[config.mk]
export PLATFORM = sky130hd
export DESIGN_NAME = uart_rx_loader
export DESIGN_NICKNAME = d
export VERILOG_FILES = /design/src/rtl/uart_pkg.sv /design/src/rtl/sync_2ff.sv /design/src/rtl/uart_rx_loader.sv
export SDC_FILE = /design/constraint.sdc
export NUM_CORES = 1
export LEC_CHECK = 0
export CORE_ASPECT_RATIO = 1.4
export CORE_MARGIN = 4
export CORE_UTILIZATION = 50
export CTS_BUF_LIST = sky130_fd_sc_hd__clkbuf_2
export CTS_CLUSTER_SIZE = 8
export DETAILED_ROUTE_END_ITERATION = 8
export GPL_TIMING_DRIVEN = 0
export PLACE_DENSITY = 0.67
export SYNTH_ARGS = -nofsm -noshare
export SYNTH_HDL_FRONTEND = slang
export SYNTH_SLANG_ARGS = --single-unit
[constraint.sdc]
create_clock -name clk -period 2.2 [get_ports clk]
set_input_delay 0.44 -clock clk [delete_from_list [all_inputs] [get_ports clk]]
set_output_delay 0.44 -clock clk [all_outputs]
set_load 0.005 [all_outputs]
[src/rtl/uart_pkg.sv]
// Shared constants for the UART receive front end: FSM encoding and default frame geometry.
// No logic, no latency, no backpressure.
package uart_pkg;

  localparam int DEF_CLKS_PER_BIT = 16;
  localparam int DEF_DATA_WIDTH   = 8;

  localparam logic [2:0] S_IDLE  = 3'd0;
  localparam logic [2:0] S_START = 3'd1;
  localparam logic [2:0] S_DATA  = 3'd2;
  localparam logic [2:0] S_STOP  = 3'd3;
  localparam logic [2:0] S_BREAK = 3'd4;

endpackage

[src/rtl/sync_2ff.sv]
// Two-flop synchronizer with a selectable reset level; 2 cycles latency.
// No backpressure: samples every cycle.
module sync_2ff #(
  parameter logic RESET_VAL = 1'b1
) (
  input  logic clk,
  input  logic reset,
  input  logic d,
  output logic q
);

  logic meta;

  always_ff @(posedge clk) begin
    if (reset) begin
      meta <= RESET_VAL;
      q    <= RESET_VAL;
    end else begin
      meta <= d;
      q    <= meta;
    end
  end

endmodule

[src/rtl/uart_rx_loader.sv]
// UART frame receiver feeding a parallel register; load_signal ~154 cycles after the start edge.
// No backpressure: the downstream register must accept every one-cycle load strobe.
module uart_rx_loader
  import uart_pkg::*;
#(
  parameter int CLKS_PER_BIT = DEF_CLKS_PER_BIT,
  parameter int DATA_WIDTH   = DEF_DATA_WIDTH
) (
  input  logic                  clk,
  input  logic                  reset,
  input  logic                  serial_in,
  output logic [DATA_WIDTH-1:0] data_output,
  output logic                  load_signal,
  output logic                  frame_error,
  output logic                  busy
);

  localparam int CW = $clog2(CLKS_PER_BIT);
  localparam int IW = $clog2(DATA_WIDTH) + 1;

  localparam logic [CW-1:0] CNT_HALF = CW'(CLKS_PER_BIT / 2 - 1);
  localparam logic [CW-1:0] CNT_LAST = CW'(CLKS_PER_BIT - 1);
  localparam logic [CW-1:0] CNT_ONE  = CW'(1);
  localparam logic [IW-1:0] IDX_LAST = IW'(DATA_WIDTH - 1);
  localparam logic [IW-1:0] IDX_ONE  = IW'(1);

  logic                  rx;
  logic [2:0]            state;
  logic [CW-1:0]         cnt;
  logic [IW-1:0]         idx;
  logic [DATA_WIDTH-1:0] shreg;

  sync_2ff #(.RESET_VAL(1'b1)) u_sync (
    .clk   (clk),
    .reset (reset),
    .d     (serial_in),
    .q     (rx)
  );

  assign busy = (state != S_IDLE);

  always_ff @(posedge clk) begin
    if (reset) begin
      state       <= S_IDLE;
      cnt         <= '0;
      idx         <= '0;
      shreg       <= '0;
      data_output <= '0;
      load_signal <= 1'b0;
      frame_error <= 1'b0;
    end else begin
      load_signal <= 1'b0;
      frame_error <= 1'b0;
      cnt         <= cnt + CNT_ONE;
      case (state)
        S_IDLE: begin
          cnt <= '0;
          if (!rx) state <= S_START;
        end
        S_START: begin
          // Mid start bit: a line back high here was a glitch, not a frame.
          if (cnt == CNT_HALF) begin
            cnt   <= '0;
            idx   <= '0;
            state <= rx ? S_IDLE : S_DATA;
          end
        end
        S_DATA: begin
          if (cnt == CNT_LAST) begin
            cnt   <= '0;
            shreg <= {rx, shreg[DATA_WIDTH-1:1]};
            idx   <= idx + IDX_ONE;
            if (idx == IDX_LAST) state <= S_STOP;
          end
        end
        S_STOP: begin
          // Returning to IDLE at the stop-bit centre leaves half a bit to catch a back-to-back start.
          if (cnt == CNT_LAST) begin
            cnt <= '0;
            if (rx) begin
              data_output <= shreg;
              load_signal <= 1'b1;
              state       <= S_IDLE;
            end else begin
              frame_error <= 1'b1;
              state       <= S_BREAK;
            end
          end
        end
        S_BREAK: begin
          cnt <= '0;
          if (rx) state <= S_IDLE;
        end
        default: begin
          cnt   <= '0;
          state <= S_IDLE;
        end
      endcase
    end
  end

endmodule

* After elaboration in Yosys (flattened, before gate mapping)
Index checks and enable logic that the tools add are counted.
W data, S select, Z words.
** Cells by class
- Reduce and logical (&&, ||, !) cells :: 9
- Shift-type cells :: 0
- Muxes and demuxes :: 17
- Magnitude comparators :: 0
- Multipliers :: 0
- Divide/modulo/power cells :: 0
- Bitwise logic cells :: 2
- Eq/ne operators :: 13
- $add $sub $neg :: 2
** Operator list (number)
- $mux W3 :: 7
- $mux W4 :: 4
- $pmux W4 S2 :: 2
- $pmux W3 S5 :: 1
- $ne A2 B2 Y1 const B :: 5
- $add A4 B1 Y4 const B :: 2
- $eq A4 B3 Y1 const B :: 2
- $eq A3 B2 Y1 const B :: 2
- $reduce_and A3 Y1 :: 2
- $reduce_and A6 Y1 :: 1
- $eq A4 B4 Y1 const B :: 1
- $eq A3 B1 Y1 const B :: 1
- $eq A3 B3 Y1 const B :: 1
- $logic_not A3 Y1 :: 1
- $reduce_bool A3 Y1 :: 1
- $reduce_or A3 Y1 :: 1
- $mux W1 :: 2
- $mux W2 :: 1
- $ne A2 B1 Y1 const B :: 1
- $not A1 Y1 :: 2
- $reduce_and A2 Y1 :: 1
- $reduce_bool A2 Y1 :: 1
- $reduce_or A2 Y1 :: 1
** Storage, ports and cells
- Memories kept :: 0
- Output and inout bits :: 11
- Memory bits (writable) :: 0
- Logic and storage cells :: 52
- Bits of input ports :: 3
- Bits in read-only memories :: 0
- Bits in registers :: 31
- Bits in latches :: 0

* Longest topological paths before layout
- Depth in word-level cells :: 4
- Depth in mapped cells :: 6
- Gate-level depth less buffers :: 4

* Modules after synthesis
A second synthesis with hierarchy kept.
** Second synthesis, totals
- Cell total of the unflattened synthesis :: 135
- Area, all modules :: 1282.5 um^2
** By module, submodules not included
- uart_rx_loader :: cells each 131, sequential area each 580.6 um^2, area each 1229.9 um^2, instances 1
- sync_2ff :: cells each 4, sequential area each 40.0 um^2, area each 52.6 um^2, instances 1

* Least setup slack after synthesis
Ideal clock, no wire load.
- Kind :: register -> register
- From :: register cnt[0]
- To :: register data_output[0]
- Stages on the path, launching flop included :: 7
- Required time :: 2.128 ns
- Library setup time :: 0.072 ns
- Clock period less this slack :: 1.531 ns
- Setup slack :: 0.669 ns
- Arrival time :: 1.459 ns
- Buffers on the path :: 2
- Cell sequence :: dfxtp_1 ha_1 clkbuf_1 and3_1 and4_1 buf_2 mux2i_1
** Between the ends
- Longest elaborated chain between the ends :: 2
** Ends and longest elaborated chain
- start: declaration :: RTL line uart_rx_loader.sv:29 : logic [CW-1:0] cnt;
- start signal: assignment :: RTL line uart_rx_loader.sv:54 : cnt <= cnt + CNT_ONE;
- $eq A4 B4 Y1 :: RTL line uart_rx_loader.sv:78 : if (cnt == CNT_LAST) begin
- $reduce_and A3 Y1 (no source line)
- end signal: assignment :: RTL line uart_rx_loader.sv:81 : data_output <= shreg;
- end: declaration :: RTL line uart_rx_loader.sv:12 : output logic [DATA_WIDTH-1:0] data_output,
Every way passes these cells.
A chain may end at the register's enable or synchronous reset.

* Worst setup path in the final report
- From :: register state[2]
- To :: output busy
** Between the ends
- Longest elaborated chain between the ends :: 1
** Ends and longest elaborated chain
- start: declaration :: RTL line uart_rx_loader.sv:28 : logic [2:0] state;
- start signal: assignment :: RTL line uart_rx_loader.sv:65 : state <= rx ? S_IDLE : S_DATA;
- $reduce_bool A3 Y1 :: RTL line uart_rx_loader.sv:40 : assign busy = (state != S_IDLE);
- end: declaration :: RTL line uart_rx_loader.sv:15 : output logic busy
Every way passes these cells.

==> impl_results.md <==
- Pwr/cell area: 522 mW/mm²
- RSZ-0062 raised after global routing: no
- Non-filler cells, final: 214
- Total GRT Usage: 0.186
- Core area: 0.00267 mm²
- # rows: 22
- Cells after DPL: 209
- Hold Slack: 0.430 ns
- I/O pins: 14
- CTS tree: yes
- WS Path Type: reg2out
- Fill count: 264
- Horiz. Die Dim: 53.2 µm
- Longest Clk Path Bufs: 2
- Initial antenna violation count: 0
- Clock transition at path regs: 0.14 ns
- Cells after Synth: 160
- Post-place setup slack: -0.158 ns
- Post-synthesis sequential area ratio: 0.434
- DRT antenna net count: 0
- Worst EP required: 1.76 ns
- Period utilization: 0.929
- Area after DPL: 0.00161 mm²
- Async S/R FF share, synth: 0
- Hold Vio Cnt, Final: 0
- Setup crit start kind: flop
- Peak Freq: 489 MHz
- Nets: 183
- Hold crit path type: reg2reg
- Area of the multi-input gates: 729 µm²
- Final Max Slew Viols: 0
- PortBufs: 13
- DR vias: 1200
- Vias per inst: 5.61
- Total CTS buffers: 5
- Skew-Pair Late Insertion Delay: 0.36 ns
- Peak supply drop: 0.406 mV
- Diodes inserted: 0
- Fin Clk Skew: 0.0124 ns
- Worst Tran Pin Value: 0.442 ns
- CTS Hold Bufs: 0
- Setup ws final: 0.155 ns
- Layout cells sized above 1: 0.0899
- Maxcap violations: 0
- Hpwl dp: 2230 µm
- Post-layout instance area: 0.00163 mm²
- Die area: 0.00379 mm²
- GPL Wtd Cong: 0.784
- Starting Density: 0.536
- First-pass GRT wire length: 5220 µm
- Initial drt markers: 26
- Number of flops mapped to enable cells by yosys: 0
- Main synth FF type: dfxtp_1
- Slew HR: 0.705
- H-tree levels: 2
- Sink Count: 31
- Sequential Area: 622 µm²
- Die height: 71.3 µm
- LEAKAGE: 0.535 nW
- Worst setup EP type: output pin
- Largest net degree at the start of global routing: 16
- WL per Instance: 13.9 µm
- Crit path DAT: 1.60 ns
- Fin crit period: 2.04 ns
- Cells on worst reg2reg path: 6
- Synthesis Warnings: 0
- Most frequent cells in the layout: dfxtp_1, nand2b_1, clkdlybuf4s50_1
- Final setup viols: 0
- Mapped cell area: 0.00143 mm²
- Layout-stage area growth over the synthesis result: 14.2%
- Leading cell type in the layout, fill and taps excluded: dfxtp_1
- Final wirelength: 2980 µm
- Router iterations before antenna repair: 4
- Critical path peak fanout: 9
- Total negative setup slack: 0 ns
- Post-synth net total: 165
- Distinct cells, synth: 37
- Vias in the first global route: 1189
- Mean Syn Cell Area: 8.94 µm²
- Status: finished, final reports clean
- DRC: 0
- Hold Crit Depth: 1
- FF+latch count, synth: 31
- Root Buffer: clkbuf_2
- Aggregate global routing overflow: 0
-- routing by layer --
| layer | vias to the layer above | track usage | wire length [µm] |
|---|---|---|---|
| li1 | 598 | - | - |
| met1 | 571 | 0.203 | 1230 |
| met2 | 25 | 0.322 | 1590 |
| met3 | 6 | 0.0561 | 113 |
| met4 | 0 | 0.0767 | 51 |
| met5 | - | 0 | 0 |
-- critical path, stage by stage, from the launching register on --
cell and delay (ns):
dfxtp_1 0.33, buf_6 0.13, or3_1 0.34, clkdlybuf4s50_1 0.45
-- where the power goes --
group	total (mW)	internal [mW]	switching [mW]
sequential	0.570	0.565	0.00523
combinational	0.0335	0.0171	0.0163
clock	0.249	0.0670	0.182
total	0.853	0.649	0.204
-- kinds of logic (layout without fill, tap and decap cells) --
family	after synthesis	after routing	synth area share
buf+inv	18	36	0.0560
mux	11	11	0.0770
simple gates	64	64	0.267
compound gates	33	33	0.143
flops	31	31	0.434
xor+xnor	1	1	0.00613
fa+ha+maj	2	2	0.0175
-- area by class of cell --
cell class	instances	share of cell area
plain buffers	12	0.0352
clock buffers	5	0.0153
clock inverters	2	0.00536
inverters	4	0.00920
multi-input cells	111	0.447
flip-flops and latches	31	0.381
well taps	36	0.0276
repair buffers	13	0.0797
-- final timing paths --
check,start,slack [ns],to
setup / recovery,state[2]$_SDFFE_PP0P_,0.16,busy
hold / removal,u_sync.meta$_SDFF_PP1_,0.43,u_sync.q$_SDFF_PP1_
setup reg to reg,cnt[0]$_SDFF_PP0_,0.39,data_output[0]$_SDFFE_PP0P_
hold reg to reg,u_sync.meta$_SDFF_PP1_,0.43,u_sync.q$_SDFF_PP1_
-- synth_stat cells (2+ instances only) --
cell      instances  share of area
nor2_1            4          0.010
a211oi_1          2          0.010
nand2b_1         19          0.083
nand3b_1          2          0.010
inv_1             4          0.010
or2_2             2         0.0087
or3b_1            3          0.018
buf_2             4          0.014
nand2_1           6          0.016
dfxtp_1          31           0.43
nand3_1          12          0.042
ha_1              2          0.017
clkbuf_1          9          0.024
mux2i_1          11          0.077
or3_1             2         0.0087
o221ai_1          2          0.012
nor3_1            3          0.010
nor2b_1           3          0.013
o21ai_0          11          0.038
a21oi_1          11          0.038
-- flip-flops by register name, summed over array words and instances, names as in the netlist --
| name | flops |
|---|---|
| cnt | 4 |
| load_signal | 1 |
| u_sync.q | 1 |
| data_output | 8 |
| shreg | 8 |
| state | 3 |
| u_sync.meta | 1 |
| frame_error | 1 |
| idx | 4 |
-- metrics by stage --
| stage | power, mW | utilization |
|---|---|---|
| 6_report | 0.853 | 0.612 |
| 4_1_cts | 0.867 | 0.612 |
| 5_1_grt | 0.892 | 0.612 |
| 3_5_place_dp | 0.617 | 0.601 |
| 3_3_place_gp | 0.616 | 0.601 |
| 2_1_floorplan | 0.603 | - |
-- what timing repair did --
| item | in CTS | in global routing |
|---|---|---|
| gates resized for setup | 0 | 1 |
| setup endpoints to repair | 1 | 1 |
| gates cloned | 0 | 0 |
| setup buffers | 0 | 0 |
Power figures use the tool's default switching activity.
